[src/rtl/tetris_pkg.sv]
// Shared types for the falling-piece datapath.
package tetris_pkg;
  typedef enum logic [1:0] {
    LEFT  = 2'd0,
    RIGHT = 2'd1,
    DOWN  = 2'd2
  } move_t;
endpackage

[src/rtl/move_request_gen_if.sv]
// Move request handshake between the request generator and the position updater.
interface move_request_gen_if;
  import tetris_pkg::*;
  logic  en_o;
  logic  ready_i;
  move_t movement_o;

  modport master (output en_o, output movement_o, input ready_i);
  modport slave  (input en_o, input movement_o, output ready_i);
endinterface

[src/rtl/move_request_gen.sv]
// Turns raw buttons and frame ticks into one-at-a-time move requests:
// sync + edge detect, gravity/soft drop, horizontal DAS/auto-repeat.
module move_request_gen
  import tetris_pkg::*;
#(
  parameter int DROP_TICKS   = 30,
  parameter int SOFT_TICKS   = 2,
  parameter int DAS_TICKS    = 10,
  parameter int REPEAT_TICKS = 3
) (
  input  logic               clk,
  input  logic               rst,
  input  logic               tick_i,
  input  logic               left_i,
  input  logic               right_i,
  input  logic               down_i,
  input  logic               halt_i,
  move_request_gen_if.master mv
);

  localparam int GMAX = (DROP_TICKS > SOFT_TICKS) ? DROP_TICKS : SOFT_TICKS;
  localparam int HMAX = (DAS_TICKS > REPEAT_TICKS) ? DAS_TICKS : REPEAT_TICKS;
  localparam int GW   = $clog2(GMAX + 1);
  localparam int HW   = $clog2(HMAX + 1);

  typedef enum logic [1:0] {H_IDLE, H_DAS, H_REPEAT} hstate_t;

  logic left_p0, left_p1, left_p2;
  logic right_p0, right_p1, right_p2;
  logic down_p0, down_p1, down_p2;
  logic left_rise, right_rise, down_rise;

  logic [GW-1:0] gcnt;
  logic [GW-1:0] gperiod_m1;
  logic          grav_wrap, set_down;

  hstate_t       state, state_nxt;
  logic [HW-1:0] hcnt, hcnt_nxt, hcnt_inc, hterm;
  logic          hdir, hdir_nxt;
  logic          one_held, cur_dir, set_h;

  logic pend_down, pend_left, pend_right;
  logic any_pend, en;
  logic iss_down, iss_left, iss_right;

  // Stage p0/p1: two-flop synchroniser; p2: previous synced level for edge detect
  always_ff @(posedge clk) begin
    if (rst) begin
      {left_p0, left_p1, left_p2}    <= '0;
      {right_p0, right_p1, right_p2} <= '0;
      {down_p0, down_p1, down_p2}    <= '0;
    end else begin
      {left_p0, left_p1, left_p2}    <= {left_i, left_p0, left_p1};
      {right_p0, right_p1, right_p2} <= {right_i, right_p0, right_p1};
      {down_p0, down_p1, down_p2}    <= {down_i, down_p0, down_p1};
    end
  end

  assign left_rise  = left_p1 & ~left_p2;
  assign right_rise = right_p1 & ~right_p2;
  assign down_rise  = down_p1 & ~down_p2;

  // A shorter period taking effect mid-count wraps on the next tick via >=
  assign gperiod_m1 = down_p1 ? GW'(SOFT_TICKS - 1) : GW'(DROP_TICKS - 1);
  assign grav_wrap  = tick_i & ~down_rise & (gcnt >= gperiod_m1);
  assign set_down   = ~halt_i & (down_rise | grav_wrap);

  always_ff @(posedge clk) begin
    if (rst || halt_i || down_rise) begin
      gcnt <= '0;
    end else if (tick_i) begin
      gcnt <= grav_wrap ? '0 : gcnt + 1'b1;
    end
  end

  assign one_held = left_p1 ^ right_p1;
  assign cur_dir  = right_p1;
  assign hcnt_inc = hcnt + 1'b1;
  assign hterm    = (state == H_DAS) ? HW'(DAS_TICKS) : HW'(REPEAT_TICKS);

  always_ff @(posedge clk) begin
    if (rst) begin
      state <= H_IDLE;
      hcnt  <= '0;
      hdir  <= 1'b0;
    end else begin
      state <= state_nxt;
      hcnt  <= hcnt_nxt;
      hdir  <= hdir_nxt;
    end
  end

  always_comb begin
    state_nxt = state;
    hcnt_nxt  = hcnt;
    hdir_nxt  = hdir;
    set_h     = 1'b0;
    if (halt_i) begin
      state_nxt = H_IDLE;
      hcnt_nxt  = '0;
    end else begin
      case (state)
        H_IDLE: begin
          if ((left_rise | right_rise) && one_held) begin
            set_h     = 1'b1;
            hdir_nxt  = cur_dir;
            hcnt_nxt  = '0;
            state_nxt = H_DAS;
          end
        end
        H_DAS, H_REPEAT: begin
          if (!one_held || (cur_dir != hdir)) begin
            state_nxt = H_IDLE;
            hcnt_nxt  = '0;
          end else if (tick_i) begin
            if (hcnt_inc == hterm) begin
              set_h     = 1'b1;
              hcnt_nxt  = '0;
              state_nxt = H_REPEAT;
            end else begin
              hcnt_nxt = hcnt_inc;
            end
          end
        end
        default: begin
          state_nxt = H_IDLE;
          hcnt_nxt  = '0;
        end
      endcase
    end
  end

  assign any_pend  = pend_down | pend_left | pend_right;
  assign en        = any_pend & mv.ready_i & ~halt_i;
  assign iss_down  = en & pend_down;
  assign iss_left  = en & ~pend_down & pend_left;
  assign iss_right = en & ~pend_down & ~pend_left & pend_right;

  // Set beats clear when both land on the same edge
  always_ff @(posedge clk) begin
    if (rst || halt_i) begin
      pend_down  <= 1'b0;
      pend_left  <= 1'b0;
      pend_right <= 1'b0;
    end else begin
      pend_down  <= set_down | (pend_down & ~iss_down);
      pend_left  <= (set_h & ~hdir_nxt) | (pend_left & ~iss_left);
      pend_right <= (set_h & hdir_nxt) | (pend_right & ~iss_right);
    end
  end

  always_comb begin
    mv.movement_o = DOWN;
    if (pend_down)       mv.movement_o = DOWN;
    else if (pend_left)  mv.movement_o = LEFT;
    else if (pend_right) mv.movement_o = RIGHT;
  end

  assign mv.en_o = en;

endmodule

[src/flat_wrapper.sv]
// flat-port wrapper written by rule: the top's interface ports become plain ports
module move_request_gen_flat import tetris_pkg::*;
#(
  parameter int DROP_TICKS   = 30,
  parameter int SOFT_TICKS   = 2,
  parameter int DAS_TICKS    = 10,
  parameter int REPEAT_TICKS = 3
)
  (clk, rst, tick_i, left_i, right_i, down_i, halt_i, mv_en_o, mv_movement_o, mv_ready_i);
  move_request_gen_if mv_i ();
  input  logic clk;
  input  logic rst;
  input  logic tick_i;
  input  logic left_i;
  input  logic right_i;
  input  logic down_i;
  input  logic halt_i;
  output wire logic [$bits(mv_i.en_o)-1:0] mv_en_o;
  output wire logic [$bits(mv_i.movement_o)-1:0] mv_movement_o;
  input wire logic [$bits(mv_i.ready_i)-1:0] mv_ready_i;
  assign mv_en_o = mv_i.en_o;
  assign mv_movement_o = mv_i.movement_o;
  assign mv_i.ready_i = mv_ready_i;
  move_request_gen #(.DROP_TICKS(DROP_TICKS), .SOFT_TICKS(SOFT_TICKS), .DAS_TICKS(DAS_TICKS), .REPEAT_TICKS(REPEAT_TICKS)) u_core (.clk(clk), .rst(rst), .tick_i(tick_i), .left_i(left_i), .right_i(right_i), .down_i(down_i), .halt_i(halt_i), .mv(mv_i));
endmodule
[config.mk]
export PLATFORM = sky130hd
export DESIGN_NAME = move_request_gen_flat
export DESIGN_NICKNAME = d
export VERILOG_FILES = /design/src/rtl/tetris_pkg.sv /design/src/rtl/move_request_gen_if.sv /design/src/rtl/move_request_gen.sv /design/src/flat_wrapper.sv
export SDC_FILE = /design/constraint.sdc
export NUM_CORES = 1
export LEC_CHECK = 0
export ABC_AREA = 0
export CAP_MARGIN = 10
export CORE_MARGIN = 2
export CORE_UTILIZATION = 41
export DETAILED_ROUTE_END_ITERATION = 12
export PLACE_DENSITY = 0.66
export SYNTH_ARGS = -nofsm -noshare
export SYNTH_HDL_FRONTEND = slang
export SYNTH_SLANG_ARGS = --single-unit
[constraint.sdc]
create_clock -name clk -period 2.1 [get_ports clk]
set_input_delay 0.42 -clock clk [delete_from_list [all_inputs] [get_ports clk]]
set_output_delay 0.42 -clock clk [all_outputs]
set_load 0.05 [all_outputs]
## After elaboration in Yosys (flattened, before gate mapping)

Cells that the tools add are included.

- Flip-flop bits (word level): 24
- Output and inout bits: 3
- Word-level logic and storage cells: 98

- Muxes and demuxes: 25
- Bitwise operators: 37
- Reduce and logical (&&, ||, !) cells: 10
- Eq/ne operators: 7
- Order comparisons: 1
- $add $sub $neg: 2

Operators by type and width:

| kind | count |
|---|---|
| 4-bit two-way mux | 5 |
| 1-bit AND | 18 |
| 2-bit two-way mux | 7 |
| 1-bit inverter | 11 |
| 5-bit two-way mux | 2 |
| 1-bit two-way mux | 8 |
| 4-bit case mux with 2 select lines | 1 |
| 1-bit bitwise OR | 7 |
| 5-bit by 1-bit adder with 5-bit output (second input constant) | 1 |
| 5-bit greater-or-equal comparator | 1 |
| 4-bit by 1-bit adder with 4-bit output (second input constant) | 1 |
| 4-bit equality test | 1 |
| 2-bit case mux with 2 select lines | 1 |
| 2-bit OR reduction | 2 |
| 1-bit logical OR | 3 |
| 3-bit by 1-bit inequality test with 1-bit output (second input constant) | 1 |
| 3-bit by 2-bit inequality test with 1-bit output (second input constant) | 1 |
| 3-bit AND reduction | 1 |
| 2-bit by 1-bit equality test with 1-bit output (second input constant) | 1 |
| 2-bit equality test (second input constant) | 1 |
| 2-bit logical NOT | 1 |
| 2-bit by 1-bit inequality test with 1-bit output (second input constant) | 1 |
| 1-bit case mux with 2 select lines | 1 |
| 2-bit AND reduction | 1 |
| 4 further kinds | 4 |

## Depth between registers and ports, before layout

Gate-level depths: netlist of the first run.

- Depth in word-level cells: 10
- Mapped depth: 7
- Mapped depth without buffers: 7

## Least setup slack after synthesis of the first run

Ideal clock, no wire load.

- Kind: register -> register
- Start point: register u_core.state[0]
- End point: register u_core.hcnt[0]
- Required time: 2.030 ns
- Path slack: 0.323 ns
- Cell stages (with the launch flop): 8
- Data arrival time: 1.707 ns
- Cell sequence: dfxtp_1 > inv_1 > ha_1 > nor2b_2 > a2bb2oi_4 > nand2_1 > or4b_1 > a21oi_1

- Longest elaborated chain between the ends: 7

RTL lines:

| what | line | text |
|---|---|---|
| start, declared | move_request_gen.sv:37 | `hstate_t state, state_nxt;` |
| start signal, assigned | move_request_gen.sv:87 | `state <= state_nxt;` |
| 2-bit by 1-bit equality test with 1-bit output | move_request_gen.sv:79, move_request_gen.sv:102 |  |
| 4-bit two-way mux | move_request_gen.sv:79 | `assign hterm = (state == H_DAS) ? HW'(DAS_TICKS) : HW'(REPEAT_TICKS);` |
| 4-bit equality test | move_request_gen.sv:116 | `if (hcnt_inc == hterm) begin` |
| 4-bit two-way mux | move_request_gen.sv:116 |  |
| 4-bit two-way mux | move_request_gen.sv:115 | `end else if (tick_i) begin` |
| 4-bit two-way mux | move_request_gen.sv:112 | `if (!one_held \|\| (cur_dir != hdir)) begin` |
| 4-bit case mux with 2 select lines | move_request_gen.sv:102 | `case (state)` |
| end signal, assigned | move_request_gen.sv:88 | `hcnt <= hcnt_nxt;` |
| end, declared | move_request_gen.sv:38 | `logic [HW-1:0] hcnt, hcnt_nxt, hcnt_inc, hterm;` |

Several ways; a longest one is shown, not always the timed one. The select of a mux whose other input is x is not followed.
A chain may end at the register's enable or synchronous reset.

## Worst setup path in the final report of the first run

- Start point: register u_core.hcnt[0]
- End point: register u_core.pend_right

- Longest elaborated chain between the ends: 9

RTL lines:

| what | line | text |
|---|---|---|
| 4-bit by 1-bit adder with 4-bit output | move_request_gen.sv:78 | `assign hcnt_inc = hcnt + 1'b1;` |
| 4-bit equality test | move_request_gen.sv:116 |  |
| 1-bit two-way mux | move_request_gen.sv:116 |  |
| 1-bit two-way mux | move_request_gen.sv:115 |  |
| 1-bit two-way mux | move_request_gen.sv:112 |  |
| 1-bit case mux with 2 select lines | move_request_gen.sv:102 |  |
| 1-bit two-way mux | move_request_gen.sv:98 | `if (halt_i) begin` |
| 1-bit AND | move_request_gen.sv:148 | `pend_right <= (set_h & hdir_nxt) \| (pend_right & ~iss_right);` |
| 1-bit bitwise OR | move_request_gen.sv:148 |  |
| end signal, assigned | move_request_gen.sv:148 |  |
| end, declared | move_request_gen.sv:42 | `logic pend_down, pend_left, pend_right;` |

No other way between the ends.

==> flow_summary.json, run 1 <==
{
  "outcome": "complete, no violations",
  "avgViaCountPerCell": 5.48,
  "ys_async_sr_fraction_pct": 0,
  "syn-cell-area_um2": 1280,
  "top_register": "u_core.gcnt",
  "drc": 0,
  "crit_start": "u_core.hcnt[0]",
  "synth_top_cell_by_area": "dfxtp_1",
  "reg_top3": "u_core.gcnt (5), u_core.hcnt (4), u_core.state (2)",
  "start_kind": "flip-flop",
  "slew_viol_final": 0,
  "finalHoldViolCount": 0,
  "slowest_delay_ns": 0.50,
  "rr_worst_depth": 6,
  "critPathKind": "reg2reg",
  "min_path_type": "reg2reg",
  "synth_top_flop_cell": "dfxtp_1",
  "clock_skew_ns": 0.00387,
  "postCtsSetupBuffers": 0,
  "yosys_warnings": 0,
  "htreeDepth": 1,
  "post-synth-top-count-cell": "dfxtp_1",
  "diodes": 0,
  "setup.worst_path.end": "u_core.pend_right",
  "wire_per_inst_um": 12.4,
  "synth.yosys.seq_area_share_pct": 37.4,
  "rsz0062_at_grt": "false",
  "dieHeight_um": 60.0,
  "fin_nets": 179,
  "r2r_end": "u_core.pend_right",
  "cts_tree": "yes",
  "gp_congestion": 0.758,
  "cts_root_buf": "clkbuf_4",
  "p_leak_uw": 0.000570,
  "grt_pass1_vias": 1055,
  "die-area_um2": 3590,
  "multi_input_area_um2": 777,
  "setup_tns_ns": 0,
  "syn_nets": 162,
  "max_freq_ghz": 0.507,
  "power_density_nw_per_um2": 550,
  "drt_iter0_drc": 34,
  "grt_pass1_wl_um": 4370,
  "n_fill_cell": 299,
  "io_pins": 11,
  "row_count": 20,
  "numCtsBuffers": 3,
  "syn_avg_cell_area_um2": 8.85,
  "r2r-start": "u_core.hcnt[0]",
  "timing.hold.ws_ns": 0.454,
  "largest_reg_flops": 5,
  "die_width_um": 60.0,
  "slew_headroom_pct": 55.4,
  "synth_edf_count": 0,
  "crit_required_ns": 2.32,
  "yosysUniqueCellTypes": 42,
  "post-dp-hpwl_um": 1870,
  "clk_path_buf_depth": 2,
  "cts_hold_buffers": 0,
  "globalRouteOverflowTotal": 0,
  "yosysTopAreaCellShare_pct": 37.4,
  "finalSetupViolCount": 0,
  "area_growth_pct": 16.1,
  "r2r_slack_ns": 0.13,
  "yosys-top-cells-area": "dfxtp_1 37%, ha_1 8.8%, nor2b_1 5.8%",
  "worstSkewPairLatency_ns": 0.31,
  "antenna_found_initial": 0,
  "period_share_pct": 94.0,
  "gr-usage-all-layers_pct": 16.0,
  "antenna_left": 0,
  "syn_inst": 145,
  "start_util_pct": 42.7,
  "p_total_uw": 819,
  "vias": 1064,
  "wirelength_um": 2410,
  "io_buffers": 10,
  "crit_path_end_kind": "flip-flop",
  "grt_max_degree": 16,
  "cp.arrival_ns": 2.20,
  "regArea_um2": 480,
  "ys_top_cells_by_count": "24 x dfxtp_1, 13 x nand2_1, 12 x nor2b_1",
  "synth_seq_cells": 24,
  "tightest_slew_ns": 0.662,
  "ir_drop_v": 0.000345,
  "drive_gt1_share_pct": 9.94,
  "cts.clk_slew.worst_paths_ns": 0.13,
  "cp_slowest_cell": "or4_4",
  "core_area_um2": 3000,
  "dr.pass1.iters": 4,
  "clock-sinks": 24,
  "cap_violations": 0,
  "post-route-min-period_ns": 1.97,
  "crit_fanout": 6,
  "crit_chain": "ha_1 -> xor2_1 -> or4_4 -> o22ai_4 -> a222oi_1 -> o31ai_1"
}
layout make-up:
| cell class | instances | area share (%) |
|---|---|---|
| Tap cell | 33 | 2.77 |
| Sequential cell | 24 | 32.2 |
| Multi-Input combinational cell | 114 | 52.1 |
| Timing Repair Buffer | 14 | 9.15 |
| Inverter | 5 | 1.26 |
| Clock buffer | 4 | 2.43 |
metal layers:
metal	track usage (%)	share of wire, %
met5	0	0
met4	6.67	0.83
met3	1.95	2.2
met2	27.0	50
met1	20.4	47
power breakdown:
part,total [uW],switching (uW),internal (uW)
Sequential,476,9.48,466
Combinational,102,50.9,50.8
Clock,242,136,106
stage by stage:
step	utilization, %	cells	setup slack, ns	cell area [um^2]
after global placement	48.5	190	0.100	1460
after detailed placement	48.5	190	0.0147	1460
after floorplan	-	145	0.323	1280
final	49.6	194	0.126	1490
after CTS	49.6	194	0.122	1490
after global routing	49.6	194	0.0280	1490
critical path, delay by kind of cell (launching register included):
family	cells	cell delay [ns]
AO/OA/AOI/OAI	3	0.60
XOR/XNOR	1	0.16
adder cells (fa/ha/maj)	1	0.24
flip-flops	1	0.38
AND/OR/NAND/NOR	1	0.50
cells by family (layout without fill, tap and decap cells):
| group | count (synthesis) | count (layout) | synth area share (%) |
|---|---|---|---|
| AND/OR/NAND/NOR | 68 | 68 | 29.4 |
| AO/OA/AOI/OAI | 33 | 33 | 19.5 |
| flip-flops | 24 | 24 | 37.4 |
| adder cells (fa/ha/maj) | 9 | 9 | 8.77 |
| buffers and inverters | 7 | 23 | 2.05 |
| XOR/XNOR | 3 | 3 | 2.05 |
| multiplexers | 1 | 1 | 0.780 |
layout by cell type (no fill, tap or decap), types with 2 or more instances in the layout:
cell	n
clkbuf_4	3
nor2b_1	12
inv_1	5
nor2_1	11
o21ai_0	3
xor2_1	3
o31ai_1	4
nand4_1	2
nand2_1	13
buf_4	5
nand3b_1	2
ha_1	9
o211ai_1	2
dfxtp_1	24
nand4b_1	2
nor3_1	2
a21oi_1	9
a31oi_1	2
or3_1	2
and2_1	3
nand3_1	7
clkdlybuf4s50_1	7
nand2b_1	5
timing repair:
action                     CTS  global route
resized for setup            1             0
setup endpoints to repair    1             0
hold endpoints to repair     0             0
how the worst min path moves through the flow:
stage	startpoint	end	slack, ns	cells past startpoint
final	u_core.left_p0	u_core.left_p1	0.45	1
after global routing	u_core.down_p0	u_core.down_p1	0.46	1
after CTS	u_core.left_p0	u_core.left_p1	0.46	1
after detailed placement	u_core.left_p0	u_core.left_p1	0.43	1
after global placement	u_core.right_p0	u_core.cur_dir	0.42	1
after floorplan	u_core.right_p0	u_core.cur_dir	0.41	1
(Power assumes the default switching activity.)
==> run 2, diff against run 1 <==
- ABC_AREA: 0 -> not set
==> results of run 2 <==
No change in the layout: final DEF, timing and power equal those of run 1.
==> run 3, diff against run 2 <==
- SLEW_MARGIN: not set -> 20
==> results of run 3 <==
No change in the layout: final DEF, timing and power equal those of run 1.
